--- config.mk ---
export PLATFORM = sky130hd
export DESIGN_NAME = fetch_queue_flat
export DESIGN_NICKNAME = d
export VERILOG_FILES = /design/src/rtl/fetch_queue_if.sv /design/src/rtl/fetch_queue.sv /design/src/flat_wrapper.sv
export SDC_FILE = /design/constraint.sdc
export NUM_CORES = 2
export LEC_CHECK = 0
export BUFFER_PORTS_ARGS = -buffer_cell sky130_fd_sc_hd__buf_2
export CAP_MARGIN = 40
export CORE_UTILIZATION = 40
export CTS_BUF_LIST = sky130_fd_sc_hd__clkbuf_16
export DETAILED_ROUTE_END_ITERATION = 7
export GPL_ROUTABILITY_DRIVEN = 0
export SLEW_MARGIN = 10
export SYNTH_ARGS = -nofsm -noshare
export SYNTH_HDL_FRONTEND = slang
export SYNTH_SLANG_ARGS = --single-unit
export TNS_END_PERCENT = 30
--- constraint.sdc ---
create_clock -name clk -period 5.6 [get_ports clk]
set_clock_uncertainty 0.05 [all_clocks]
set_input_delay 1.12 -clock clk [delete_from_list [all_inputs] [get_ports clk]]
set_output_delay 1.12 -clock clk [all_outputs]
set_load 0.01 [all_outputs]
--- src/rtl/fetch_queue_if.sv ---
// Handshake bundle between fetch, the fetch queue and the issue stage.
// Fetch (master) pushes up to three slots per cycle; issue reads the oldest three.
interface fetch_queue_if #(
  parameter int unsigned DEPTH = 8
);
  localparam int unsigned CNT_W = $clog2(DEPTH) + 1;

  logic             flush;
  logic [2:0]       in_valid;
  logic [31:0]      in_pc0;
  logic [31:0]      in_pc1;
  logic [31:0]      in_pc2;
  logic [31:0]      in_instr0;
  logic [31:0]      in_instr1;
  logic [31:0]      in_instr2;
  logic             in_ready;
  logic [2:0]       accepted;
  logic [2:0]       out_valid;
  logic [31:0]      out_pc0;
  logic [31:0]      out_pc1;
  logic [31:0]      out_pc2;
  logic [31:0]      out_instr0;
  logic [31:0]      out_instr1;
  logic [31:0]      out_instr2;
  logic [1:0]       deq_cnt;
  logic [CNT_W-1:0] count;

  modport master (
    output flush, in_valid, in_pc0, in_pc1, in_pc2,
           in_instr0, in_instr1, in_instr2, deq_cnt,
    input  in_ready, accepted, out_valid, out_pc0, out_pc1, out_pc2,
           out_instr0, out_instr1, out_instr2, count
  );

  modport slave (
    input  flush, in_valid, in_pc0, in_pc1, in_pc2,
           in_instr0, in_instr1, in_instr2, deq_cnt,
    output in_ready, accepted, out_valid, out_pc0, out_pc1, out_pc2,
           out_instr0, out_instr1, out_instr2, count
  );
endinterface

--- src/rtl/fetch_queue.sv ---
// Circular fetch queue: up to three in-order enqueues and up to three dequeues per cycle.
// Entry storage is not reset; only head, tail and occupancy are.
module fetch_queue #(
  parameter int unsigned DEPTH = 8
) (
  input  logic          clk,
  input  logic          rst_n,
  fetch_queue_if.slave  fq
);
  localparam int unsigned PTR_W = $clog2(DEPTH);
  localparam int unsigned CNT_W = PTR_W + 1;
  localparam int unsigned SLOTS = 3;

  logic [31:0]      pc_mem    [DEPTH];
  logic [31:0]      instr_mem [DEPTH];

  logic [PTR_W-1:0] head_q, head_d;
  logic [PTR_W-1:0] tail_q, tail_d;
  logic [CNT_W-1:0] count_q, count_d;

  logic [2:0]       in_mask_c;
  logic [1:0]       n_in_c;
  logic [1:0]       n_enq_c;
  logic [1:0]       n_out_c;
  logic             in_ready_c;
  logic             enq_c;

  logic [31:0]      in_pc_c    [SLOTS];
  logic [31:0]      in_instr_c [SLOTS];
  logic [2:0]       out_valid_c;
  logic [31:0]      out_pc_c    [SLOTS];
  logic [31:0]      out_instr_c [SLOTS];

  assign in_pc_c[0]    = fq.in_pc0;
  assign in_pc_c[1]    = fq.in_pc1;
  assign in_pc_c[2]    = fq.in_pc2;
  assign in_instr_c[0] = fq.in_instr0;
  assign in_instr_c[1] = fq.in_instr1;
  assign in_instr_c[2] = fq.in_instr2;

  // Only the leading run of valid slots is taken; anything past the first gap is dropped.
  always_comb begin
    in_mask_c = 3'b000;
    n_in_c    = 2'd0;
    if (fq.in_valid[0]) begin
      in_mask_c = 3'b001;
      n_in_c    = 2'd1;
      if (fq.in_valid[1]) begin
        in_mask_c = 3'b011;
        n_in_c    = 2'd2;
        if (fq.in_valid[2]) begin
          in_mask_c = 3'b111;
          n_in_c    = 2'd3;
        end
      end
    end
  end

  // Ready looks at registered occupancy only, so a full 3-slot burst always fits.
  assign in_ready_c = (count_q <= CNT_W'(DEPTH - SLOTS));
  assign enq_c      = in_ready_c && !fq.flush && rst_n;
  assign n_enq_c    = enq_c ? n_in_c : 2'd0;
  assign n_out_c    = (count_q < CNT_W'(fq.deq_cnt)) ? count_q[1:0] : fq.deq_cnt;

  always_comb begin
    head_d  = head_q + PTR_W'(n_out_c);
    tail_d  = tail_q + PTR_W'(n_enq_c);
    count_d = count_q + CNT_W'(n_enq_c) - CNT_W'(n_out_c);
    if (fq.flush) begin
      head_d  = '0;
      tail_d  = '0;
      count_d = '0;
    end
  end

  always_ff @(posedge clk or negedge rst_n) begin
    if (!rst_n) begin
      head_q  <= '0;
      tail_q  <= '0;
      count_q <= '0;
    end else begin
      head_q  <= head_d;
      tail_q  <= tail_d;
      count_q <= count_d;
    end
  end

  // Slot k lands at tail+k; pointer width gives the modulo-DEPTH wrap for free.
  always_ff @(posedge clk) begin
    for (int k = 0; k < int'(SLOTS); k++) begin
      if (enq_c && in_mask_c[k]) begin
        pc_mem[tail_q + PTR_W'(k)]    <= in_pc_c[k];
        instr_mem[tail_q + PTR_W'(k)] <= in_instr_c[k];
      end
    end
  end

  // Issue view of the oldest three entries; invalid slots read as zero.
  always_comb begin
    out_valid_c = 3'b000;
    for (int k = 0; k < int'(SLOTS); k++) begin
      out_valid_c[k] = (count_q > CNT_W'(k));
      out_pc_c[k]    = out_valid_c[k] ? pc_mem[head_q + PTR_W'(k)]    : 32'd0;
      out_instr_c[k] = out_valid_c[k] ? instr_mem[head_q + PTR_W'(k)] : 32'd0;
    end
  end

  assign fq.in_ready   = in_ready_c;
  assign fq.accepted   = enq_c ? in_mask_c : 3'b000;
  assign fq.out_valid  = out_valid_c;
  assign fq.out_pc0    = out_pc_c[0];
  assign fq.out_pc1    = out_pc_c[1];
  assign fq.out_pc2    = out_pc_c[2];
  assign fq.out_instr0 = out_instr_c[0];
  assign fq.out_instr1 = out_instr_c[1];
  assign fq.out_instr2 = out_instr_c[2];
  assign fq.count      = count_q;

  count_within_depth: assert property (@(posedge clk) disable iff (!rst_n)
    count_q <= CNT_W'(DEPTH));

endmodule

--- src/flat_wrapper.sv ---
// flat-port wrapper written by rule: the top's interface ports become plain ports
module fetch_queue_flat 
#(
  parameter int unsigned DEPTH = 8
)
  (clk, rst_n, fq_flush, fq_in_valid, fq_in_pc0, fq_in_pc1, fq_in_pc2, fq_in_instr0, fq_in_instr1, fq_in_instr2, fq_deq_cnt, fq_in_ready, fq_accepted, fq_out_valid, fq_out_pc0, fq_out_pc1, fq_out_pc2, fq_out_instr0, fq_out_instr1, fq_out_instr2, fq_count);
  fetch_queue_if #(.DEPTH(DEPTH)) fq_i ();
  input  logic clk;
  input  logic rst_n;
  input wire logic [$bits(fq_i.flush)-1:0] fq_flush;
  input wire logic [$bits(fq_i.in_valid)-1:0] fq_in_valid;
  input wire logic [$bits(fq_i.in_pc0)-1:0] fq_in_pc0;
  input wire logic [$bits(fq_i.in_pc1)-1:0] fq_in_pc1;
  input wire logic [$bits(fq_i.in_pc2)-1:0] fq_in_pc2;
  input wire logic [$bits(fq_i.in_instr0)-1:0] fq_in_instr0;
  input wire logic [$bits(fq_i.in_instr1)-1:0] fq_in_instr1;
  input wire logic [$bits(fq_i.in_instr2)-1:0] fq_in_instr2;
  input wire logic [$bits(fq_i.deq_cnt)-1:0] fq_deq_cnt;
  output wire logic [$bits(fq_i.in_ready)-1:0] fq_in_ready;
  output wire logic [$bits(fq_i.accepted)-1:0] fq_accepted;
  output wire logic [$bits(fq_i.out_valid)-1:0] fq_out_valid;
  output wire logic [$bits(fq_i.out_pc0)-1:0] fq_out_pc0;
  output wire logic [$bits(fq_i.out_pc1)-1:0] fq_out_pc1;
  output wire logic [$bits(fq_i.out_pc2)-1:0] fq_out_pc2;
  output wire logic [$bits(fq_i.out_instr0)-1:0] fq_out_instr0;
  output wire logic [$bits(fq_i.out_instr1)-1:0] fq_out_instr1;
  output wire logic [$bits(fq_i.out_instr2)-1:0] fq_out_instr2;
  output wire logic [$bits(fq_i.count)-1:0] fq_count;
  assign fq_i.flush = fq_flush;
  assign fq_i.in_valid = fq_in_valid;
  assign fq_i.in_pc0 = fq_in_pc0;
  assign fq_i.in_pc1 = fq_in_pc1;
  assign fq_i.in_pc2 = fq_in_pc2;
  assign fq_i.in_instr0 = fq_in_instr0;
  assign fq_i.in_instr1 = fq_in_instr1;
  assign fq_i.in_instr2 = fq_in_instr2;
  assign fq_i.deq_cnt = fq_deq_cnt;
  assign fq_in_ready = fq_i.in_ready;
  assign fq_accepted = fq_i.accepted;
  assign fq_out_valid = fq_i.out_valid;
  assign fq_out_pc0 = fq_i.out_pc0;
  assign fq_out_pc1 = fq_i.out_pc1;
  assign fq_out_pc2 = fq_i.out_pc2;
  assign fq_out_instr0 = fq_i.out_instr0;
  assign fq_out_instr1 = fq_i.out_instr1;
  assign fq_out_instr2 = fq_i.out_instr2;
  assign fq_count = fq_i.count;
  fetch_queue #(.DEPTH(DEPTH)) u_core (.clk(clk), .rst_n(rst_n), .fq(fq_i));
endmodule
==> results.txt <==
The run finished with clean final reports. The largest single stage delay on the critical path is 0.69 ns. The critical path goes through buf_4, buf_4, mux4_2, mux2i_1, nor2_1, buf_2. For the vias after detailed routing, the log shows 34950.

Of the cells placed in the final design, the portion with a size suffix greater than 1 is 26.39%. The tools report the number of antenna violations at the first check in global routing as 34. The Yosys step of the flow raised 0 warnings.

The area inside the core boundary came out at 0.09558 mm^2. In this run switching power makes up 40.21% of total power. Setup total negative slack on the finished layout was measured at 0 ns. The clock-pin slew on the worst setup and hold paths is 0.06 ns, and the total wire length after detailed routing is 162400 um. Counting flops and latches in the post-synthesis netlist gives 522. The buffers inserted during post-CTS setup optimization was 0; the final number of max-transition violations was 0.

The die outline height came out at 313.6 um. The tools report the number of distinct library cell variants in the gate-level netlist after synthesis as 36. The ratio of total power to cell area was 439.3 mW/mm^2; the worst-path maximum fanout was 46. The tools report the initial standard-cell utilization of the core as 40.64%. The most used cell along the critical path was buf_4. After the flow finishes, the layout carries non-filler instances totaling 5096. The worst path in the final design needs a cycle of 4.885 ns, including I/O delays and setup.

The die boundary width was 313.6 um; the number of global-route vias before repair was 33525. Setup violations remaining at the end of the flow were counted as 0. The internal portion of the total power is 11490 uW. Clock tree synthesis inserted a total of 59 buffers.

The run gives 0 as the global-route congestion overflow total. STA classifies the critical path startpoint as a register. The count of mapped cells out of synthesis was 3723. For the initial DRC count, the log shows 4819. The number of levels in the clock H-tree is 2. After layout, the worst path uses 87.23% of the clock period. Setup repair after global routing left no endpoint under its margin.

Sequential cell area fraction in the yosys report: 40.22%. Together, buffers and inverters on the worst path number 3. The clock network power share is 21.0%.

After synthesis, the most frequently instantiated cells are nor2_1, edfxtp_1, mux4_2. The critical path data required time came out at 4.43 ns. The logs give 459.0 uV for the worst voltage drop across the vdd grid and 113 for the cell row count. Critical path endpoint category: an output pin. In the global route stage, overall resource usage came out at 32.00%. Compared with the post-synthesis result, the final layout area differs by 12.67%. For this run, the post-layout net count is 3988. The async set or reset register ratio after synthesis works out to 1.916%. The most numerous cell in the Yosys netlist was nor2_1. In this run, synthesis inferred 512 flip-flops with an integrated enable. edfxtp_1 takes more of the synthesized area than any other cell. Summed over all nets, the switching power comes to 7731 uW. In this run the deepest clock path goes through 3 buffers. The die covers 0.09836 mm^2.

The min-delay analysis places its worst path in the category input port to async pin. During placement, the flow inserted port buffers numbering 402. The pre-antenna-repair detailed-routing pass consisted of 7 iterations.

For the pin with the worst max-slew slack, the measured transition is 0.9410 ns. CTS placed an instance of clkbuf_16 at the clock tree root. The tools report the combined area of all synthesized cells as 0.03884 mm^2. The final number of hold-violating endpoints was 0; the number of hold buffers added after CTS was 0.

The slowest stage of the critical path belongs to the cell buf_4. Combinational logic burns 55.0% of the power. The tools report the proportion of power drawn by flip-flops and latches as 24.0%.

Cell class contributing the biggest share of worst-path delay: buffers and inverters. The global-route wire length before repair is 231600 um. The later pin in the worst-skew pair is clocked with a latency of 0.64 ns. In the routed design, unresolved DRC markers number 0. Headroom to the max-slew limit came out at 37.27%. The detailed-route wire length per cell is 31.87 um. The tools report the count of clock tree sinks as 522. In this run the biggest area consumer among cell types represents 39.58% of the synthesized area.

After clock tree synthesis, the repair step resized 0 gates. The filler cell count is 8949. Entering global routing, the biggest net connects 133 pins. The estimated wirelength of the detail-placed design is 93770 um, and the number of vias per cell is 6.858.

The fmax is 0.2047 GHz, and the post-detailed-route count of antenna-violating nets is 0. A synthesized cell averages 10.43 um^2. The leakage power was 0.01550 uW.

At the worst endpoint, the arrival time is 3.71 ns. Pin placement for this block handled 403 I/O pins. By area the synthesized netlist is led by edfxtp_1, mux4_2, nor2_1. TritonCTS built the clock tree. The synthesized net count was 3938; the placed cell count was 4976. Across the run, the number of max-cap violations was 0. For this run, the leading register cell type out of synthesis is edfxtp_1.

The start-to-end type of the worst setup path was register to output pin.
[flip-flops by register name, indices dropped and copies added (netlist names)]
name and cells:
u_core.instr_mem 256, u_core.pc_mem 256, u_core.fq.count 4, u_core.head_q 3, u_core.tail_q 3
[logic make-up (layout without fill, tap and decap cells)]
logic type | count (synthesis) | in the layout | synth area share (%)
compound gates | 870 | 870 | 15.29
xor+xnor | 8 | 8 | 0.1804
fa+ha+maj | 15 | 15 | 0.5605
buf+inv | 530 | 623 | 5.685
flops | 522 | 522 | 40.22
mux | 510 | 510 | 25.48
other cells | 0 | 15 | 0
simple gates | 1268 | 1268 | 12.58
[cell usage in the layout, fill, tap and decap left out, drive strengths merged, types with 8 or more instances in the layout]
cell type  Yosys  routed
a22oi        283     283
a21oi        351     351
mux4         383     383
mux2i        127     127
dfrtp         10      10
nand2        212     212
diode          0      15
nand3         12      12
edfxtp       512     512
clkinv         0      22
bufinv         0       9
inv           19      29
nor2        1006    1006
a221oi       229     229
buf          168     499
nor2b          8       8
clkbuf       343      62
ha            11      11
[final timing paths]
check                      cells after the start  slack [ns]                                 to                       start
max                                            6        0.72                     fq_out_pc0[13]  u_core.head_q[0]$_DFF_PN0_
min                                            1        0.30       u_core.fq.count[2]$_DFF_PN0_                       rst_n
max reg2reg                                    7        1.64  u_core.instr_mem[3][28]$_DFFE_PP_  u_core.tail_q[1]$_DFF_PN0_
min reg2reg                                    2        0.71         u_core.tail_q[0]$_DFF_PN0_  u_core.tail_q[0]$_DFF_PN0_
max in group asynchronous                      1        4.96         u_core.head_q[1]$_DFF_PN0_                       rst_n
min in group clk                               2        0.71         u_core.tail_q[0]$_DFF_PN0_  u_core.tail_q[0]$_DFF_PN0_
[per-layer routing]
metal / global-route usage [%] / share of wire [%]
met5: 0 / 0.12
met4: 18.12 / 6.0
met3: 7.072 / 12
met2: 50.98 / 47
met1: 40.32 / 35
[worst register-to-register path, stage by stage (launching register included)]
cell	delay, ns
dfrtp_1	0.58
ha_1	0.38
xnor2_2	0.17
buf_4	0.38
nand4_1	0.23
buf_4	0.56
nand3_4	0.81
buf_12	0.49
[area by class of cell]
| type | instances | area, um^2 | share of cell area (%) |
|---|---|---|---|
| repair buffers | 500 | 3174 | 7.253 |
| clock buffers | 61 | 1526 | 3.488 |
| inverters | 19 | 71.32 | 0.1630 |
| multi-input cells | 2671 | 21320 | 48.71 |
| diodes | 15 | 37.54 | 0.08577 |
| clock inverters | 43 | 420.4 | 0.9606 |
| well taps | 1265 | 1583 | 3.616 |
| flip-flops and latches | 522 | 15640 | 35.73 |
[stage by stage]
stage	area [um^2]	worst slack (ns)	total power, uW	utilization [%]	hold slack (ns)
2_1_floorplan	38850	0.05648	11680	-	0.5619
3_3_place_gp	41560	1.374	15120	43.48	0.6810
3_5_place_dp	41770	1.346	15280	43.71	0.6805
4_1_cts	43720	0.7113	19260	45.74	0.2805
5_1_grt	43760	0.5540	20030	45.78	0.3058
6_report	43770	0.7151	19230	45.79	0.2955
[power by group through the flow]
stage	combinational (uW)	clock [uW]	sequential, uW
after floorplan	7140	0	4550
after global placement	10400	0	4680
after detailed placement	10600	0	4690
after CTS	10600	4040	4600
after global routing	11300	4150	4620
final	10600	4040	4610
Power figures use the tool's default switching activity.
